File: src/rtl/control_unit_if.sv
// control_unit_if: opcode/flag/stop inputs and every control strobe the
// sequencer hands to the Mini-SRC datapath, bundled as one port.
interface control_unit_if;
    logic [4:0] opcode;
    logic       CON_FF;
    logic       stop;

    logic       run;
    logic       PCout, ZLowout, ZHighout, MDRout, HIout, LOout;
    logic       InPortout, Cout, BAout, Rout;
    logic       Gra, Grb, Grc;
    logic       R_enable, R15in;
    logic       enableMAR, enableMDR, enableIR, enableY, enableZ, enablePC;
    logic       enableHI, enableLO, enableCON, enableInPort, enableOutPort;
    logic [2:0] MDR_read;
    logic       RAM_write;
    logic       IncPC;

    // The control unit side drives every strobe and reads the datapath status.
    modport master (
        input  opcode, CON_FF, stop,
        output run, PCout, ZLowout, ZHighout, MDRout, HIout, LOout,
               InPortout, Cout, BAout, Rout, Gra, Grb, Grc, R_enable, R15in,
               enableMAR, enableMDR, enableIR, enableY, enableZ, enablePC,
               enableHI, enableLO, enableCON, enableInPort, enableOutPort,
               MDR_read, RAM_write, IncPC
    );

    // The datapath side supplies status and consumes the strobes.
    modport slave (
        output opcode, CON_FF, stop,
        input  run, PCout, ZLowout, ZHighout, MDRout, HIout, LOout,
               InPortout, Cout, BAout, Rout, Gra, Grb, Grc, R_enable, R15in,
               enableMAR, enableMDR, enableIR, enableY, enableZ, enablePC,
               enableHI, enableLO, enableCON, enableInPort, enableOutPort,
               MDR_read, RAM_write, IncPC
    );
endinterface

File: src/rtl/control_unit.sv
// control_unit: hardwired Mini-SRC sequencer. Fetch is T0-T2, execute is
// T3-T7 depending on the opcode latched at the end of T2. Strobes are a
// Moore decode of the step plus the latched opcode (br also looks at CON_FF).
module control_unit #(
    parameter bit RESET_PC_LOAD = 1'b0,
    parameter int OPW           = 5
) (
    input  logic           clk,
    input  logic           clr,
    control_unit_if.master cu
);
    typedef enum logic [3:0] {RESET, T0, T1, T2, T3, T4, T5, T6, T7, HALT} state_t;

    typedef enum logic [3:0] {
        C_NONE, C_ALU, C_IMM, C_LDI, C_LD, C_ST, C_MULDIV, C_NEGNOT,
        C_BR, C_JR, C_JAL, C_IN, C_OUT, C_MFHI, C_MFLO
    } opclass_t;

    localparam logic [OPW-1:0] OP_HALT = OPW'(5'b11010);

    state_t         state_q, state_d;
    logic [OPW-1:0] opcode_q;
    opclass_t       liveClass, heldClass;
    state_t         lastStep;

    // Groups opcodes that share one execute sequence; nop, halt and
    // undefined codes have no execute steps at all.
    function automatic opclass_t classify(input logic [OPW-1:0] op);
        opclass_t c;
        case (op)
            5'b00011, 5'b00100, 5'b00101, 5'b00110,
            5'b00111, 5'b01000, 5'b01001, 5'b01010: c = C_ALU;
            5'b01011, 5'b01100, 5'b01101:           c = C_IMM;
            5'b00001:                               c = C_LDI;
            5'b00000:                               c = C_LD;
            5'b00010:                               c = C_ST;
            5'b01110, 5'b01111:                     c = C_MULDIV;
            5'b10000, 5'b10001:                     c = C_NEGNOT;
            5'b10010:                               c = C_BR;
            5'b10011:                               c = C_JR;
            5'b10100:                               c = C_JAL;
            5'b10101:                               c = C_IN;
            5'b10110:                               c = C_OUT;
            5'b10111:                               c = C_MFHI;
            5'b11000:                               c = C_MFLO;
            default:                                c = C_NONE;
        endcase
        return c;
    endfunction

    // Final execute step of each instruction group.
    function automatic state_t finalStep(input opclass_t c);
        state_t s;
        case (c)
            C_ALU, C_IMM, C_LDI: s = T5;
            C_LD, C_ST:          s = T7;
            C_MULDIV, C_BR:      s = T6;
            C_NEGNOT, C_JAL:     s = T4;
            default:             s = T3;
        endcase
        return s;
    endfunction

    assign liveClass = classify(cu.opcode);
    assign heldClass = classify(opcode_q);
    assign lastStep  = finalStep(heldClass);

    // Step register and the opcode copy captured on the T2->T3 edge; clr wins over everything.
    always_ff @(posedge clk) begin
        if (!clr) begin
            state_q  <= RESET;
            opcode_q <= '0;
        end else begin
            state_q <= state_d;
            if (state_q == T2) begin
                opcode_q <= cu.opcode;
            end
        end
    end

    // Next-step selection plus the Moore strobe decode for the current step.
    always_comb begin
        state_d          = state_q;
        cu.run           = (state_q != RESET) && (state_q != HALT);
        cu.PCout         = 1'b0;
        cu.ZLowout       = 1'b0;
        cu.ZHighout      = 1'b0;
        cu.MDRout        = 1'b0;
        cu.HIout         = 1'b0;
        cu.LOout         = 1'b0;
        cu.InPortout     = 1'b0;
        cu.Cout          = 1'b0;
        cu.BAout         = 1'b0;
        cu.Rout          = 1'b0;
        cu.Gra           = 1'b0;
        cu.Grb           = 1'b0;
        cu.Grc           = 1'b0;
        cu.R_enable      = 1'b0;
        cu.R15in         = 1'b0;
        cu.enableMAR     = 1'b0;
        cu.enableMDR     = 1'b0;
        cu.enableIR      = 1'b0;
        cu.enableY       = 1'b0;
        cu.enableZ       = 1'b0;
        cu.enablePC      = 1'b0;
        cu.enableHI      = 1'b0;
        cu.enableLO      = 1'b0;
        cu.enableCON     = 1'b0;
        cu.enableInPort  = 1'b0;
        cu.enableOutPort = 1'b0;
        cu.MDR_read      = 3'd0;
        cu.RAM_write     = 1'b0;
        cu.IncPC         = 1'b0;

        case (state_q)
            RESET: begin
                state_d     = T0;
                cu.enablePC = RESET_PC_LOAD;
            end
            T0: begin
                state_d      = T1;
                cu.PCout     = 1'b1;
                cu.enableMAR = 1'b1;
                cu.IncPC     = 1'b1;
                cu.enableZ   = 1'b1;
            end
            T1: begin
                state_d      = T2;
                cu.ZLowout   = 1'b1;
                cu.enablePC  = 1'b1;
                cu.enableMDR = 1'b1;
                cu.MDR_read  = 3'd1;
            end
            T2: begin
                cu.MDRout   = 1'b1;
                cu.enableIR = 1'b1;
                if (cu.opcode == OP_HALT) begin
                    state_d = HALT;
                end else if (liveClass == C_NONE) begin
                    state_d = cu.stop ? HALT : T0;
                end else begin
                    state_d = T3;
                end
            end
            T3, T4, T5, T6, T7: begin
                if (state_q == lastStep) begin
                    state_d = cu.stop ? HALT : T0;
                end else begin
                    case (state_q)
                        T3:      state_d = T4;
                        T4:      state_d = T5;
                        T5:      state_d = T6;
                        T6:      state_d = T7;
                        default: state_d = T0;
                    endcase
                end

                case (state_q)
                    T3: begin
                        case (heldClass)
                            C_ALU, C_IMM:       begin cu.Grb = 1'b1; cu.Rout = 1'b1; cu.enableY = 1'b1; end
                            C_LDI, C_LD, C_ST:  begin cu.Grb = 1'b1; cu.BAout = 1'b1; cu.enableY = 1'b1; end
                            C_MULDIV:           begin cu.Gra = 1'b1; cu.Rout = 1'b1; cu.enableY = 1'b1; end
                            C_NEGNOT:           begin cu.Grb = 1'b1; cu.Rout = 1'b1; cu.enableZ = 1'b1; end
                            C_BR:               begin cu.Gra = 1'b1; cu.Rout = 1'b1; cu.enableCON = 1'b1; end
                            C_JR:               begin cu.Gra = 1'b1; cu.Rout = 1'b1; cu.enablePC = 1'b1; end
                            C_JAL:              begin cu.PCout = 1'b1; cu.R15in = 1'b1; end
                            C_IN:               begin cu.InPortout = 1'b1; cu.Gra = 1'b1; cu.R_enable = 1'b1; end
                            C_OUT:              begin cu.Gra = 1'b1; cu.Rout = 1'b1; cu.enableOutPort = 1'b1; end
                            C_MFHI:             begin cu.HIout = 1'b1; cu.Gra = 1'b1; cu.R_enable = 1'b1; end
                            C_MFLO:             begin cu.LOout = 1'b1; cu.Gra = 1'b1; cu.R_enable = 1'b1; end
                            default:            ;
                        endcase
                    end
                    T4: begin
                        case (heldClass)
                            C_ALU:                    begin cu.Grc = 1'b1; cu.Rout = 1'b1; cu.enableZ = 1'b1; end
                            C_IMM, C_LDI, C_LD, C_ST: begin cu.Cout = 1'b1; cu.enableZ = 1'b1; end
                            C_MULDIV:                 begin cu.Grb = 1'b1; cu.Rout = 1'b1; cu.enableZ = 1'b1; end
                            C_NEGNOT:                 begin cu.ZLowout = 1'b1; cu.Gra = 1'b1; cu.R_enable = 1'b1; end
                            C_BR:                     begin cu.PCout = 1'b1; cu.enableY = 1'b1; end
                            C_JAL:                    begin cu.Gra = 1'b1; cu.Rout = 1'b1; cu.enablePC = 1'b1; end
                            default:                  ;
                        endcase
                    end
                    T5: begin
                        case (heldClass)
                            C_ALU, C_IMM, C_LDI: begin cu.ZLowout = 1'b1; cu.Gra = 1'b1; cu.R_enable = 1'b1; end
                            C_LD, C_ST:          begin cu.ZLowout = 1'b1; cu.enableMAR = 1'b1; end
                            C_MULDIV:            begin cu.ZLowout = 1'b1; cu.enableLO = 1'b1; end
                            C_BR:                begin cu.Cout = 1'b1; cu.enableZ = 1'b1; end
                            default:             ;
                        endcase
                    end
                    T6: begin
                        case (heldClass)
                            C_LD:     begin cu.enableMDR = 1'b1; cu.MDR_read = 3'd1; end
                            C_ST:     begin cu.Gra = 1'b1; cu.Rout = 1'b1; cu.enableMDR = 1'b1; end
                            C_MULDIV: begin cu.ZHighout = 1'b1; cu.enableHI = 1'b1; end
                            C_BR:     begin cu.ZLowout = 1'b1; cu.enablePC = cu.CON_FF; end
                            default:  ;
                        endcase
                    end
                    default: begin
                        case (heldClass)
                            C_LD:    begin cu.MDRout = 1'b1; cu.Gra = 1'b1; cu.R_enable = 1'b1; end
                            C_ST:    cu.RAM_write = 1'b1;
                            default: ;
                        endcase
                    end
                endcase
            end
            default: begin
                state_d = HALT;
            end
        endcase
    end
endmodule

File: src/flat_wrapper.sv
// flat-port wrapper written by rule: the top's interface ports become plain ports
module control_unit_flat 
#(
    parameter bit RESET_PC_LOAD = 1'b0,
    parameter int OPW           = 5
)
  (clk, clr, cu_opcode, cu_CON_FF, cu_stop, cu_run, cu_PCout, cu_ZLowout, cu_ZHighout, cu_MDRout, cu_HIout, cu_LOout, cu_InPortout, cu_Cout, cu_BAout, cu_Rout, cu_Gra, cu_Grb, cu_Grc, cu_R_enable, cu_R15in, cu_enableMAR, cu_enableMDR, cu_enableIR, cu_enableY, cu_enableZ, cu_enablePC, cu_enableHI, cu_enableLO, cu_enableCON, cu_enableInPort, cu_enableOutPort, cu_MDR_read, cu_RAM_write, cu_IncPC);
  control_unit_if cu_i ();
  input  logic clk;
  input  logic clr;
  input wire logic [$bits(cu_i.opcode)-1:0] cu_opcode;
  input wire logic [$bits(cu_i.CON_FF)-1:0] cu_CON_FF;
  input wire logic [$bits(cu_i.stop)-1:0] cu_stop;
  output wire logic [$bits(cu_i.run)-1:0] cu_run;
  output wire logic [$bits(cu_i.PCout)-1:0] cu_PCout;
  output wire logic [$bits(cu_i.ZLowout)-1:0] cu_ZLowout;
  output wire logic [$bits(cu_i.ZHighout)-1:0] cu_ZHighout;
  output wire logic [$bits(cu_i.MDRout)-1:0] cu_MDRout;
  output wire logic [$bits(cu_i.HIout)-1:0] cu_HIout;
  output wire logic [$bits(cu_i.LOout)-1:0] cu_LOout;
  output wire logic [$bits(cu_i.InPortout)-1:0] cu_InPortout;
  output wire logic [$bits(cu_i.Cout)-1:0] cu_Cout;
  output wire logic [$bits(cu_i.BAout)-1:0] cu_BAout;
  output wire logic [$bits(cu_i.Rout)-1:0] cu_Rout;
  output wire logic [$bits(cu_i.Gra)-1:0] cu_Gra;
  output wire logic [$bits(cu_i.Grb)-1:0] cu_Grb;
  output wire logic [$bits(cu_i.Grc)-1:0] cu_Grc;
  output wire logic [$bits(cu_i.R_enable)-1:0] cu_R_enable;
  output wire logic [$bits(cu_i.R15in)-1:0] cu_R15in;
  output wire logic [$bits(cu_i.enableMAR)-1:0] cu_enableMAR;
  output wire logic [$bits(cu_i.enableMDR)-1:0] cu_enableMDR;
  output wire logic [$bits(cu_i.enableIR)-1:0] cu_enableIR;
  output wire logic [$bits(cu_i.enableY)-1:0] cu_enableY;
  output wire logic [$bits(cu_i.enableZ)-1:0] cu_enableZ;
  output wire logic [$bits(cu_i.enablePC)-1:0] cu_enablePC;
  output wire logic [$bits(cu_i.enableHI)-1:0] cu_enableHI;
  output wire logic [$bits(cu_i.enableLO)-1:0] cu_enableLO;
  output wire logic [$bits(cu_i.enableCON)-1:0] cu_enableCON;
  output wire logic [$bits(cu_i.enableInPort)-1:0] cu_enableInPort;
  output wire logic [$bits(cu_i.enableOutPort)-1:0] cu_enableOutPort;
  output wire logic [$bits(cu_i.MDR_read)-1:0] cu_MDR_read;
  output wire logic [$bits(cu_i.RAM_write)-1:0] cu_RAM_write;
  output wire logic [$bits(cu_i.IncPC)-1:0] cu_IncPC;
  assign cu_i.opcode = cu_opcode;
  assign cu_i.CON_FF = cu_CON_FF;
  assign cu_i.stop = cu_stop;
  assign cu_run = cu_i.run;
  assign cu_PCout = cu_i.PCout;
  assign cu_ZLowout = cu_i.ZLowout;
  assign cu_ZHighout = cu_i.ZHighout;
  assign cu_MDRout = cu_i.MDRout;
  assign cu_HIout = cu_i.HIout;
  assign cu_LOout = cu_i.LOout;
  assign cu_InPortout = cu_i.InPortout;
  assign cu_Cout = cu_i.Cout;
  assign cu_BAout = cu_i.BAout;
  assign cu_Rout = cu_i.Rout;
  assign cu_Gra = cu_i.Gra;
  assign cu_Grb = cu_i.Grb;
  assign cu_Grc = cu_i.Grc;
  assign cu_R_enable = cu_i.R_enable;
  assign cu_R15in = cu_i.R15in;
  assign cu_enableMAR = cu_i.enableMAR;
  assign cu_enableMDR = cu_i.enableMDR;
  assign cu_enableIR = cu_i.enableIR;
  assign cu_enableY = cu_i.enableY;
  assign cu_enableZ = cu_i.enableZ;
  assign cu_enablePC = cu_i.enablePC;
  assign cu_enableHI = cu_i.enableHI;
  assign cu_enableLO = cu_i.enableLO;
  assign cu_enableCON = cu_i.enableCON;
  assign cu_enableInPort = cu_i.enableInPort;
  assign cu_enableOutPort = cu_i.enableOutPort;
  assign cu_MDR_read = cu_i.MDR_read;
  assign cu_RAM_write = cu_i.RAM_write;
  assign cu_IncPC = cu_i.IncPC;
  control_unit #(.RESET_PC_LOAD(RESET_PC_LOAD), .OPW(OPW)) u_core (.clk(clk), .clr(clr), .cu(cu_i));
endmodule
File: config.mk
export PLATFORM = sky130hd
export DESIGN_NAME = control_unit_flat
export DESIGN_NICKNAME = d
export VERILOG_FILES = /design/src/rtl/control_unit_if.sv /design/src/rtl/control_unit.sv /design/src/flat_wrapper.sv
export SDC_FILE = /design/constraint.sdc
export NUM_CORES = 1
export LEC_CHECK = 0
export CAP_MARGIN = 20
export CORE_MARGIN = 1.5
export CORE_UTILIZATION = 54
export CTS_BUF_LIST = sky130_fd_sc_hd__clkbuf_2 sky130_fd_sc_hd__clkbuf_4 sky130_fd_sc_hd__clkbuf_8
export CTS_CLUSTER_DIAMETER = 80
export DETAILED_ROUTE_END_ITERATION = 16
export GPL_TIMING_DRIVEN = 1
export PLACE_DENSITY = 0.94
export SYNTH_ARGS = -nofsm -noshare
export SYNTH_HDL_FRONTEND = slang
export SYNTH_SLANG_ARGS = --single-unit
File: constraint.sdc
create_clock -name clk -period 5.2 [get_ports clk]
set_clock_uncertainty 0.15 [all_clocks]
set_input_delay 1.56 -clock clk [delete_from_list [all_inputs] [get_ports clk]]
set_output_delay 1.56 -clock clk [all_outputs]
set_load 0.03 [all_outputs]
==> impl_metrics.yaml <==
grt:
  grt_pass1_vias: 1512
  overflow: 0
  antenna_found_initial: 0
  grt_pass1_wl_mm: 6.789
  grt_usage: 0.2597
  grt_max_degree: 26
job:
  max_cap_violations: 0
clock_network:
  cts_buffer_depth: 2
  cts.clk_slew.worst_paths_ns: 0.09
  cts_resized: 0
  ctsHoldBuffers: 0
  cts_tree: "done"
  clk-insertion-delay-late_ns: 0.28
  htree_levels: 1
  post_cts_buffers: 0
  cts-root-buf: "clkbuf_4"
  cts_buffers: 3
  cts_sinks: 13
pwr:
  vdd_ir_drop_max_uv: 179.2
  p_leak_nw: 0.7285
  powerDensity_mw_per_mm2: 180.2
synth:
  syn-cell-area_mm2: 0.001533
  yosysSeqAreaShare: 0.1698
  synthArstFlopShare: 0
  syn_inst: 217
  syn_avg_cell_area_um2: 7.063
  synth-edff-count: 0
  synth_ff_type: "dfxtp_1"
  yosys_warnings: 0
  synth_cell_types: 64
  ys_ff_latch: 13
setup_path:
  worst-path-max-fanout: 1
  cp-startpoint: "cu_CON_FF"
  worst-r2r-setup-slack_ns: 2.64
  r2r_end: "u_core.state_q[3]$_SDFF_PN0_"
  worstPathRequired_ns: 3.49
  start_kind: "input pin"
  rr_worst_depth: 5
  cp.arrival_ns: 3.09
  timing.rr.start: "u_core.heldClass[3]$_SDFF_PN0_"
  path_class: "input pin to output port"
  critPathCaptureType: "output port"
  crit_end: "cu_enablePC"
detailed_routing:
  dr.pass1.iters: 4
  vias: 1685
  drc: 0
  routed_via_density: 6.195
  routedWlPerCell_um: 13.99
  wirelength_mm: 3.806
  final_antenna_net_count: 0
  drtIter0Drc: 114
die:
  core_area_mm2: 0.002734
  pin_count: 41
  die_w_um: 56.28
  die_h_um: 56.28
  initial_core_util: 0.5606
  num_rows: 19
  die-area_mm2: 0.003167
timing:
  worst_slack_ns: 0.4036
  relSlewSlack: 0.5223
  worstMarginPinSlew_ns: 0.7156
  final_min_period_over_clock_period: 0.9224
  hold_viol_final: 0
  setup_viol: 0
  maxSlewViolCount: 0
  rsz0062_at_grt: "false"
  min_period_ns: 4.796
  fmax_ghz: 0.2085
  setup_tns_ns: 0
status:
  run_status: "completed"
layout:
  drive_above_1_share: 0.07469
  final_common_cell: "clkdlybuf4s50_1"
  fillers: 240
  antennaDiodeCount: 0
  syn2layout_area_growth_pct: 23.02
  fin_nets: 256
  layout_common_cells: "37 x clkdlybuf4s50_1, 26 x nor2_1, 18 x nand2_1"
placed_design:
  hpwl_mm: 2.812
  pre_cts_slack_ns: 0.4021
  gp_congestion: 0.8655
  port_buffers: 37
worst_hold_path:
  hp-class: "flop to flop"
  min_path_cells: 3
-- worst min-delay path by stage --
stage                                      endpoint  slack [ns]                             from
global route        u_core.opcode_q[2]$_SDFFE_PN0P_        0.56  u_core.opcode_q[2]$_SDFFE_PN0P_
global placement    u_core.opcode_q[2]$_SDFFE_PN0P_        0.47  u_core.opcode_q[2]$_SDFFE_PN0P_
CTS                 u_core.opcode_q[2]$_SDFFE_PN0P_        0.51  u_core.opcode_q[2]$_SDFFE_PN0P_
finish              u_core.opcode_q[2]$_SDFFE_PN0P_        0.50  u_core.opcode_q[2]$_SDFFE_PN0P_
floorplan           u_core.opcode_q[2]$_SDFFE_PN0P_        0.43  u_core.opcode_q[2]$_SDFFE_PN0P_
detailed placement  u_core.opcode_q[2]$_SDFFE_PN0P_        0.48  u_core.opcode_q[2]$_SDFFE_PN0P_
-- synthesized netlist by cell type, drive strengths merged, types with 4 or more instances --
master / count / area, µm²
a21oi: 12 / 60.06
buf: 9 / 57.55
clkbuf: 11 / 41.29
dfxtp: 13 / 260.3
ha: 5 / 62.56
inv: 13 / 48.79
mux2: 6 / 75.07
nand2: 19 / 73.82
nand2b: 6 / 37.54
nand3: 7 / 35.03
nor2: 26 / 97.59
nor2b: 7 / 43.79
nor3: 13 / 70.07
o21ai: 14 / 70.07
o32ai: 4 / 35.03
-- where the power goes --
part / leakage (nW) / switching (mW) / internal [mW]
sequential: 0.106 / 0.0210 / 0.106
combinational: 0.605 / 0.0843 / 0.0644
clock: 0.0177 / 0.0356 / 0.0285
-- sequential cells by signal, summed over array words and instances, names as in the netlist --
signal,cells
u_core.heldClass,4
u_core.opcode_q,5
u_core.state_q,4
-- final cells by class --
class	instances	area [µm²]	share of cell area
inverter	13	48.80	0.02588
clock inverter	1	5.005	0.002654
timing repair buffer	38	377.9	0.2004
multi-input combinational	173	1132	0.6005
tap	31	38.79	0.02057
sequential	13	260.3	0.1380
clock buffer	3	22.52	0.01194
-- critical path, stage by stage --
cell	delay (ns)
clkdlybuf4s50_1	0.46
nand2_1	0.05
o22ai_1	0.12
a31oi_1	0.10
nor2_1	0.12
clkdlybuf4s50_1	0.67
-- layer usage --
layer,part of all wire,vias to the layer above,wire (µm),track usage
met5,0,-,0,0
met4,0.0081,0,31,0.05782
met3,0.081,6,309,0.05300
met2,0.49,88,1869,0.4185
met1,0.42,761,1596,0.3586
li1,-,830,-,-
-- metrics by stage --
step / cells / util / hold slack, ns / instance area, µm² / total power, mW
6_report: 272 / 0.6897 / 0.5000 / 1886 / 0.3399
2_1_floorplan: 219 / - / 0.4336 / 1540 / 0.2333
3_3_place_gp: 268 / 0.6796 / 0.4671 / 1858 / 0.2736
4_1_cts: 272 / 0.6897 / 0.5071 / 1886 / 0.3400
3_5_place_dp: 268 / 0.6796 / 0.4826 / 1858 / 0.2758
5_1_grt: 272 / 0.6897 / 0.5618 / 1886 / 0.3627
-- cell families (layout without fill, tap and decap cells) --
logic type                 Yosys count  count (layout)  share of synthesized area
and+or+nand+nor                    100             100                     0.3478
AOI/OAI and AO/OA                   54              54                     0.2506
buffers and inverters               33              55                    0.09632
DFF                                 13              13                     0.1698
muxes                                9               9                    0.06857
adders and majority gates            5               5                    0.04082
xor gates and xnor gates             2               2                    0.02368
other                                1               3                   0.002447
(Power assumes the default switching activity.)
